--- src/rtl/btn_debounce.sv ---
// btn_debounce: synchronizes a noisy level input and accepts a new level only after
// STABLE_CYCLES+1 consecutive matching samples, counting aborted qualifications.
module btn_debounce #(
  parameter int STABLE_CYCLES = 16,
  parameter int GLITCH_W      = 8
) (
  input  logic                clk,
  input  logic                rst_n,
  input  logic                noisy_in,
  input  logic                glitch_clr,
  output logic                debounced,
  output logic                settling,
  output logic [GLITCH_W-1:0] glitch_cnt
);
  localparam int CW = STABLE_CYCLES > 2 ? $clog2(STABLE_CYCLES) : 1;
  localparam logic [CW-1:0] LAST = CW'(STABLE_CYCLES - 1);
  // bit 0 of the encoding marks the WAIT states, so settling is a plain flop output
  typedef enum logic [1:0] {
    IDLE_LOW  = 2'b00,
    WAIT_HIGH = 2'b01,
    IDLE_HIGH = 2'b10,
    WAIT_LOW  = 2'b11
  } state_e;
  state_e state_q, state_d;
  logic sync1_q, s_q, deb_q, deb_d, abort, target;
  logic [CW-1:0] cnt_q, cnt_d;
  logic [GLITCH_W-1:0] glitch_q, glitch_d;
  always_comb begin
    state_d = state_q;
    cnt_d   = cnt_q;
    deb_d   = deb_q;
    abort   = 1'b0;
    target  = state_q == WAIT_HIGH;
    case (state_q)
      IDLE_LOW:  if (s_q) begin state_d = WAIT_HIGH; cnt_d = '0; end
      IDLE_HIGH: if (!s_q) begin state_d = WAIT_LOW; cnt_d = '0; end
      default:
        if (s_q != target) begin
          state_d = target ? IDLE_LOW : IDLE_HIGH;
          cnt_d   = '0;
          abort   = 1'b1;
        end else if (cnt_q == LAST) begin
          state_d = target ? IDLE_HIGH : IDLE_LOW;
          deb_d   = target;
        end else begin
          cnt_d = cnt_q + 1'b1;
        end
    endcase
    glitch_d = glitch_clr ? '0 : (abort && glitch_q != '1) ? glitch_q + 1'b1 : glitch_q;
  end
  always_ff @(posedge clk or negedge rst_n) begin
    if (!rst_n) begin
      sync1_q  <= 1'b0;
      s_q      <= 1'b0;
      state_q  <= IDLE_LOW;
      cnt_q    <= '0;
      deb_q    <= 1'b0;
      glitch_q <= '0;
    end else begin
      sync1_q  <= noisy_in;
      s_q      <= sync1_q;
      state_q  <= state_d;
      cnt_q    <= cnt_d;
      deb_q    <= deb_d;
      glitch_q <= glitch_d;
    end
  end
  assign debounced  = deb_q;
  assign settling   = state_q[0];
  assign glitch_cnt = glitch_q;
endmodule

--- config.mk ---
export PLATFORM = sky130hd
export DESIGN_NAME = btn_debounce
export DESIGN_NICKNAME = d
export VERILOG_FILES = /design/src/rtl/btn_debounce.sv
export SDC_FILE = /design/constraint.sdc
export NUM_CORES = 1
export LEC_CHECK = 0
export CAP_MARGIN = 30
export CORE_UTILIZATION = 35
export DETAILED_ROUTE_END_ITERATION = 7
export SYNTH_ARGS = -nofsm -noshare
export SYNTH_HDL_FRONTEND = slang
export SYNTH_SLANG_ARGS = --single-unit
--- constraint.sdc ---
create_clock -name clk -period 3.8 [get_ports clk]
set_clock_uncertainty 0.05 [all_clocks]
set_input_delay 0.38 -clock clk [delete_from_list [all_inputs] [get_ports clk]]
set_output_delay 0.38 -clock clk [all_outputs]
set_load 0.03 [all_outputs]
==> results of run 1 <==
==> metal layers <==
| layer | GRT usage [%] | vias up | share of wire, % |
|---|---|---|---|
| met5 | 0 | - | 0 |
| met4 | 7.895 | 0 | 2.1 |
| met3 | 2.586 | 4 | 5.5 |
| met2 | 21.73 | 30 | 44 |
| met1 | 21.51 | 352 | 48 |
| li1 | - | 354 | - |
==> synthesized netlist by cell type, types with 2 or more instances <==
cell type   n
nor2_1      4
a311oi_1    3
ha_1        2
o21ai_0     2
a41oi_1     2
inv_1       2
and3_1      2
a21oi_1     4
nand3_1     3
nand4_1     2
and4_1      2
dfrtp_1    17
a211oi_1    2
o22ai_1     4
nand2b_1    3
a31oi_1     3
nand2_1    10
mux2i_1     3
==> registers in the layout (all words and copies together) (netlist names), named ones only <==
signal      flops
s_q             1
cnt_q           4
debounced       1
glitch_cnt      8
sync1_q         1
state_q         1
==> worst min path at each step <==
stage	start	endpoint	slack, ns	cells past startpoint
floorplan	rst_n	async pin	0.03	0
global placement	sync1_q$_DFF_PN0_	s_q$_DFF_PN0_	0.29	0
detailed placement	sync1_q$_DFF_PN0_	s_q$_DFF_PN0_	0.30	0
CTS	sync1_q$_DFF_PN0_	s_q$_DFF_PN0_	0.33	0
global route	sync1_q$_DFF_PN0_	s_q$_DFF_PN0_	0.33	0
finish	sync1_q$_DFF_PN0_	s_q$_DFF_PN0_	0.32	0
==> power groups by stage <==
stage | Sequential (mW) | Clock, mW | Combinational [mW]
finish | 0.193 | 0.0951 | 0.0306
global route | 0.194 | 0.108 | 0.0341
CTS | 0.193 | 0.102 | 0.0312
detailed placement | 0.196 | 0 | 0.0310
global placement | 0.196 | 0 | 0.0306
floorplan | 0.197 | 0 | 0.0169
==> per-stage QoR <==
stage               cells  hold WS [ns]
finish                131        0.3206
global route          131        0.3299
CTS                   131        0.3272
detailed placement    127        0.3018
global placement      127        0.2925
floorplan              87       0.03441
==> logic make-up (layout without fill, tap and decap cells) <==
group / count (synthesis) / after routing / share of synthesized area, %
compound gates: 21 / 21 / 16.90
xor+xnor: 3 / 3 / 3.710
fa+ha+maj: 2 / 2 / 2.747
buf+inv: 5 / 19 / 3.022
flops: 17 / 17 / 46.70
mux: 5 / 5 / 6.181
simple gates: 34 / 34 / 20.74
==> cell type report <==
| type | count | share of cell area, % |
|---|---|---|
| clock buffers | 3 | 2.074 |
| clock inverters | 1 | 0.4608 |
| inverters | 2 | 0.6912 |
| multi-input cells | 65 | 42.17 |
| flip-flops and latches | 17 | 39.17 |
| well taps | 30 | 3.456 |
| repair buffers | 13 | 11.98 |
==> out/metrics.yaml, run 1 <==
max_freq_mhz: 477.7
path_clk_slew_ns: 0.10
cts-htree-levels: 1
post-route-min-period_ns: 2.094
critPathLaunch: "state_q[0]$_DFFE_PN0P_"
die_h_um: 53.02
register_area_um2: 425.4
cp_data_required_time_ns: 3.37
clkPwrFrac_pct: 29.9
maxSlewHeadroom_pct: 49.76
synthesis.nets: 93
coreArea_um2: 2477
drt-total-wl_um: 1778
cpLargestDelayFamily: "buffers and inverters"
start_util_pct: 36.77
r2r-end: "glitch_cnt[0]$_DFFE_PN0P_"
yosysWarningCount: 0
hold_viol_final: 0
final_cell_mix: "dfrtp_1, clkdlybuf4s50_1, nand2_1"
clock_path_buffers: 2
grt_max_degree: 18
synth.top_cell.area_share_pct: 46.70
min_path_type: "reg2reg"
rrSetupSlack_ns: 2.07
worstMarginPinSlew_ns: 0.7513
comb_power_share_pct: 9.6
worst-path-max-fanout: 15
numCtsBuffers: 3
grt_pass1_vias: 688
gp_congestion: 0.7970
status: "finished, final reports clean"
synth.distinct_cells: 35
grt_pass1_wl_um: 3091
postCtsSetupRepairBufs: 0
crit_type: "reg2out"
synthArstFlopShare_pct: 100.0
cp_num_buf_inv: 1
drv_cap: 0
drt-vias-per-instance: 5.649
setup-violations-final: 0
dr_total_vias: 740
layout-drive-gt1-share_pct: 10.89
power_leakage_nw: 0.4681
slew_viol_final: 0
cp-start-kind: "flip-flop"
postLayoutCellArea_um2: 1086
synth_area_leaders: "dfrtp_1, nand2_1, mux2i_1"
rsz0062_at_grt: "no"
cts_tree: "done"
io_pins: 14
yosys_register_bits: 17
numPortBuffers: 13
worstPathArrival_ns: 1.66
multi_input_area_um2: 457.9
cts.sinks: 17
insertion_delay_ns: 0.28
wire_per_inst_um: 13.57
die_w_um: 53.02
fill_cells: 257
post-route-util_pct: 43.84
cp-end-kind: "output pin"
intPower_mw: 0.2384
final_nets: 108
ys_seq_area_share_pct: 46.70
hpwl_um: 1245
min_period_over_period_pct: 55.09
path_cells: "clkdlybuf4s50_1"
cpPeakStageDelay_ns: 0.76
drc: 0
finalPower_mw: 0.3185
grt-ovfl-total: 0
syn_area_per_cell_um2: 10.47
die_area_um2: 2811
p_sw_share_pct: 25.15
path_depth: 1
diodes: 0
crit_path_top_delay_cell: "clkdlybuf4s50_1"
firstDrtPassIters: 4
max-vdd-ir-drop_mv: 0.2279
synth_top_area_cell: "dfrtp_1"
p_sw_mw: 0.08010
synth_top_flop_cell: "dfrtp_1"
initialDrtViolationCount: 18
seqPwrFrac_pct: 60.5
ant_nets: 0
power_density_nw_per_um2: 293.3
dpl-instance-area_um2: 1059
reg2reg_depth: 3
synth_area_um2: 910.9
cts_root_buf: "clkbuf_4"
area_growth_pct: 19.23
pre_cts_ws_ns: 2.039
syn_inst: 87
crit_path_end: "settling"
fin_tns_setup_ns: 0
core.rowCount: 18
grt.total_usage_pct: 15.15
synth_edf_count: 0
layout_commonest_cell: "dfrtp_1"
hold_buffers: 0
ctsResizeCount: 0
antenna_found_initial: 0
setup_slack_ns: 1.706
(Power assumes the default switching activity.)
==> run 2, diff against run 1 <==
==> constraint.sdc (replaced) <==
create_clock -name clk -period 1.7 [get_ports clk]
set_clock_uncertainty 0.05 [all_clocks]
set_input_delay 0.17 -clock clk [delete_from_list [all_inputs] [get_ports clk]]
set_output_delay 0.17 -clock clk [all_outputs]
set_load 0.03 [all_outputs]
==> run 2 against run 1 <==
Net effect:
- hold slack worse by 0.18 ns
- largest power group unchanged
- total power is 130% higher
- worst setup slack got worse by 1.6 ns
- largest cell class unchanged
- clock power up 130%
- via count shrank 0.14%
- utilization grew 2.0 points
- sequential share of layout area shrank 1.7 points
- critical path depth is the same
- first-iteration DRC count is 17% lower
- final area is 4.6% higher
- die area is the same
- non-clock buffer count up 5
==> out/metrics.yaml, run 2 (synthesis results as in run 1) <==
status: "finished, final reports clean"
postLayoutCellArea_um2: 1136  # +4.6%
drt-vias-per-instance: 5.434  # -3.8%
worstMarginPinSlew_ns: 0.3182  # -0.4331 ns
timing.hold.ws_ns: 0.1421  # -0.1786 ns
diodes: 0  # unchanged
cts-htree-levels: 1  # unchanged
numPortBuffers: 13  # unchanged
highest_layer: "met4"
postCtsSetupRepairBufs: 0  # unchanged
start_util_pct: 36.77  # unchanged
path_clk_slew_ns: 0.11  # about the same
grt_pass1_vias: 704  # +2.3%
power_density_nw_per_um2: 643.1  # +120%
pre_cts_ws_ns: 0.2031  # -1.836 ns
worstPathArrival_ns: 1.42  # -0.24 ns
post-route-min-period_ns: 1.638
grt_pass1_wl_um: 3263  # +5.6%
cp-start-kind: "flip-flop"
cts_root_buf: "clkbuf_4"
grt-ovfl-total: 0  # unchanged
instances_no_fill: 136  # +3.8%
path_cells: "clkdlybuf4s50_1"
core.rowCount: 18  # unchanged
die_w_um: 53.02  # unchanged
crit_path_top_delay_cell: "clkdlybuf4s50_1"
hold_viol_final: 0  # unchanged
worst-path-max-fanout: 5  # -10
layout-drive-gt1-share_pct: 15.09  # +4.2 points
hold_buffers: 0  # unchanged
power_leakage_nw: 0.6077  # +30%
largest_register_ffs: 8  # unchanged
min_path_type: "in2async"
layout_commonest_cell: "dfrtp_1"
grt_max_degree: 18  # unchanged
die_area_um2: 2811  # unchanged
numCtsBuffers: 3  # unchanged
io_pins: 14  # unchanged
cp-end-kind: "output pin"
firstDrtPassIters: 3  # -1
place_inst: 132  # +3.9%
max-vdd-ir-drop_mv: 0.3985  # +75%
slew_viol_final: 0  # unchanged
initialDrtViolationCount: 15  # -3
drv_cap: 0  # unchanged
final_cell_mix: "dfrtp_1, nand2_1, dlymetal6s2s_1"
min_period_over_period_pct: 96.33
post-route-util_pct: 45.86  # +2.0 points
die_h_um: 53.02  # unchanged
drc: 0  # unchanged
cts_tree: "done"
area_growth_pct: 24.73
dr_wl_met2_um: 826  # +5.5%
insertion_delay_ns: 0.29  # about the same
gp_congestion: 0.7820  # -1.9%
cp_num_buf_inv: 1  # unchanged
wire_per_inst_um: 14.04  # +3.5%
cpPeakStageDelay_ns: 0.70  # -0.06 ns
hpwl_um: 1367  # +9.8%
finalPower_mw: 0.7306  # +130%
coreArea_um2: 2477  # unchanged
antenna_found_initial: 0  # unchanged
cp_data_required_time_ns: 1.48  # -1.89 ns
clock_path_buffers: 2  # unchanged
crit_type: "reg2out"
final_nets: 113  # +4.6%
rsz0062_at_grt: "no"
setup_slack_ns: 0.06236  # -1.644 ns
grt.total_usage_pct: 16.11  # +0.96 points
wl_met3_um: 41  # -58%
dpl-instance-area_um2: 1096  # +3.5%
drt-total-wl_um: 1910  # +7.4%
setup-violations-final: 0  # unchanged
maxSlewHeadroom_pct: 78.75  # +29 points
ant_nets: 0  # unchanged
max_freq_mhz: 610.6
dr_total_vias: 739  # -0.14%
cpLargestDelayFamily: "buffers and inverters"
cts.sinks: 17  # unchanged
fin_tns_setup_ns: 0  # unchanged
met1Wirelength_um: 1012  # +18%
-- run 2: metal layers --
layer | vias to the layer above | track usage, %
li1 | 365 | -
met1 | 359 | 23.43
met2 | 11 | 21.94
met3 | 4 | 2.874
met4 | 0 | 9.211
met5 | - | 0
-- run 2: final cells by class --
| class | instances | area [µm²] |
|---|---|---|
| Tap cell | 30 | 37.54 |
| Timing Repair Buffer | 18 | 180.2 |
| Multi-Input combinational cell | 65 | 457.9 |
| Sequential cell | 17 | 425.4 |
| Fill cell | 248 | 1341 |
| Clock buffer | 3 | 22.52 |
| Inverter | 2 | 7.507 |
| Clock inverter | 1 | 5.005 |
-- run 2: final timing paths --
kind	from	to	slack, ns	cells past startpoint
worst max-delay path	glitch_cnt[1]$_DFFE_PN0P_	glitch_cnt[1]	0.06	1
worst min-delay path	rst_n	cnt_q[0]$_DFFE_PN0P_	0.14	2
worst max register to register	glitch_cnt[0]$_DFFE_PN0P_	glitch_cnt[2]$_DFFE_PN0P_	0.17	4
worst min register to register	sync1_q$_DFF_PN0_	s_q$_DFF_PN0_	0.32	0
max in group asynchronous	rst_n	glitch_cnt[3]$_DFFE_PN0P_	1.27	2
min in group clk	noisy_in	sync1_q$_DFF_PN0_	0.25	1
-- run 2: where the power goes --
group	leakage, nW	total (mW)	internal [mW]	switching (mW)
logic	0.362	0.0793	0.0377	0.0416
clock network	0.0177	0.223	0.0876	0.135
registers	0.228	0.429	0.415	0.0140
total	0.608	0.731	0.540	0.191
-- run 2: what timing repair did --
| action | in CTS | in global routing |
|---|---|---|
| endpoints found under the setup margin | 2 | 6 |
| gates cloned | 0 | 0 |
| resized for setup | 2 | 6 |
==> run 3, diff against run 2 <==
==> constraint.sdc (replaced) <==
create_clock -name clk -period 1.37 [get_ports clk]
set_clock_uncertainty 0.05 [all_clocks]
set_input_delay 0.137 -clock clk [delete_from_list [all_inputs] [get_ports clk]]
set_output_delay 0.137 -clock clk [all_outputs]
set_load 0.03 [all_outputs]
==> run 3 against run 2 <==
Net effect:
- the run now ends with setup timing left
- utilization up 5.8 points
- flip-flop and latch count is the same
- critical path depth up 3
- final cell count grew 7.4%
- largest cell class unchanged
==> out/metrics.yaml, run 3 (synthesis results as in run 1) <==
finalPower_mw: 0.9215  # +26%
drv_cap: 0  # unchanged
setup_slack_ns: -0.04564  # -0.1080 ns
cts-htree-levels: 1  # unchanged
firstDrtPassIters: 4  # +1
power_leakage_nw: 0.5707  # -6.1%
fill_cells: 241  # -2.8%
insertion_delay_ns: 0.30  # about the same
area_growth_pct: 40.38
hold_viol_final: 0  # unchanged
core.rowCount: 18  # unchanged
cts.sinks: 17  # unchanged
io_pins: 14  # unchanged
fin_tns_setup_ns: -0.04564  # -0.04564 ns
path_clk_slew_ns: 0.10  # about the same
instances_no_fill: 146  # +7.4%
diodes: 0  # unchanged
cts_tree: "done"
register_area_um2: 439.2  # +3.2%
worstPathArrival_ns: 1.56  # +0.14 ns
r2r-end: "glitch_cnt[0]$_DFFE_PN0P_"
multi_input_area_um2: 535.5  # +17%
coreArea_um2: 2477  # unchanged
rrSetupSlack_ns: -0.05  # -0.22 ns
max-vdd-ir-drop_mv: 0.5711  # +43%
numCtsBuffers: 3  # unchanged
hold_buffers: 0  # unchanged
layout_commonest_cell: "buf_4"
drt-vias-per-instance: 5.418  # -0.29%
rsz0062_at_grt: "yes"
min_period_over_period_pct: 103.3
crit_type: "reg2reg"
drt-total-wl_um: 2021  # +5.8%
start_util_pct: 36.77  # unchanged
grt-ovfl-total: 0  # unchanged
die_h_um: 53.02  # unchanged
reg2reg_depth: 4  # unchanged
status: "complete, but fails checks"
layout-drive-gt1-share_pct: 41.38  # +26 points
hpwl_um: 1411  # +3.2%
dr_total_vias: 791  # +7.0%
worst-path-max-fanout: 6  # +1
violations: "setup timing"
cts_root_buf: "clkbuf_4"
initialDrtViolationCount: 20  # +5
final_nets: 123  # +8.8%
grt_max_degree: 18  # unchanged
grt_pass1_wl_um: 3298  # +1.1%
cp_data_required_time_ns: 1.51  # +0.03 ns
ant_nets: 0  # unchanged
cp-end-kind: "flip-flop"
cp-start-kind: "flip-flop"
largest_register_ffs: 8  # unchanged
grt.total_usage_pct: 16.65  # +0.54 points
die_w_um: 53.02  # unchanged
gp_congestion: 0.8111  # +3.7%
post-route-min-period_ns: 1.416
slew_viol_final: 0  # unchanged
reg2reg_from: "glitch_cnt[0]$_DFFE_PN0P_"
setup-violations-final: 1  # +1
min_path_type: "in2async"
worstMarginPinSlew_ns: 0.2987  # -0.01950 ns
drc: 0  # unchanged
place_inst: 141  # +6.8%
power_density_nw_per_um2: 720.6  # +12%
wire_per_inst_um: 13.84  # -1.4%
antenna_found_initial: 0  # unchanged
die_area_um2: 2811  # unchanged
final_cell_mix: "buf_4, dfrtp_2, nand2_1, dlygate4sd2_1, dfrtp_1"
clock_path_buffers: 2  # unchanged
maxSlewHeadroom_pct: 80.17  # +1.4 points
grt_pass1_vias: 748  # +6.3%
max_freq_mhz: 706.4
numPortBuffers: 13  # unchanged
[run 3: changes by cell type in the layout (fill, tap and decap cells not counted), moves of 6 or more]
cell,change
dfrtp_2,+11
dlymetal6s2s_1,-6
buf_4,+10
dfrtp_1,-11
dlygate4sd2_1,+7
[run 3: layout make-up]
type                    instances  share of cell area, %
multi-input cells              65                  41.88
flip-flops and latches         17                  34.34
inverters                       2                 0.5871
clock buffers                   4                  2.055
repair buffers                 28                  18.20
well taps                      30                  2.935
[run 3: stage by stage]
| stage | cell area, µm² | hold slack [ns] | setup slack (ns) | utilization [%] |
|---|---|---|---|---|
| after floorplan | 939.7 | -0.2086 | -0.1279 | - |
| after global placement | 1190 | 0.2877 | -0.04001 | 48.03 |
| after detailed placement | 1190 | 0.2935 | -0.04886 | 48.03 |
| after CTS | 1205 | 0.1046 | -0.06332 | 48.64 |
| after global routing | 1279 | 0.09760 | -0.08091 | 51.62 |
| final | 1279 | 0.09213 | -0.04564 | 51.62 |
[run 3: how the worst max path moves through the flow]
stage                               from                        end  slack [ns]  cells past startpoint
2_1_floorplan  glitch_cnt[1]$_DFFE_PN0P_  glitch_cnt[0]$_DFFE_PN0P_       -0.13                      4
3_3_place_gp   glitch_cnt[0]$_DFFE_PN0P_  glitch_cnt[4]$_DFFE_PN0P_       -0.04                      4
3_5_place_dp   glitch_cnt[0]$_DFFE_PN0P_  glitch_cnt[0]$_DFFE_PN0P_       -0.05                      4
4_1_cts        glitch_cnt[0]$_DFFE_PN0P_  glitch_cnt[0]$_DFFE_PN0P_       -0.06                      4
5_1_grt        glitch_cnt[0]$_DFFE_PN0P_  glitch_cnt[0]$_DFFE_PN0P_       -0.08                      4
6_report       glitch_cnt[0]$_DFFE_PN0P_  glitch_cnt[0]$_DFFE_PN0P_       -0.05                      4
[run 3: repair_timing]
action                                  CTS  global route
resized for setup                         9            15
pin swaps                                 1             8
endpoints found under the setup margin   13            11
hold endpoints to repair                  0             0
buffers inserted                          0             1
[run 3: routing by layer]
metal  up-vias  GRT usage (%)  part of all wire [%]
met5         -              0                     0
met4         0          9.649                   2.1
met3         5          2.586                   3.8
met2        17          25.53                    48
met1       382          21.96                    46
li1        387              -                     -
[run 3: worst max-delay path, stage by stage (launching register included)]
cell	delay, ns
dfrtp_2	0.43
ha_4	0.16
nand2_2	0.06
o311a_4	0.32
mux2_4	0.29
[run 3: power by group]
| group | switching (mW) | internal (mW) |
|---|---|---|
| Sequential | 0.0173 | 0.516 |
| Clock | 0.163 | 0.113 |
| Combinational | 0.0580 | 0.0541 |
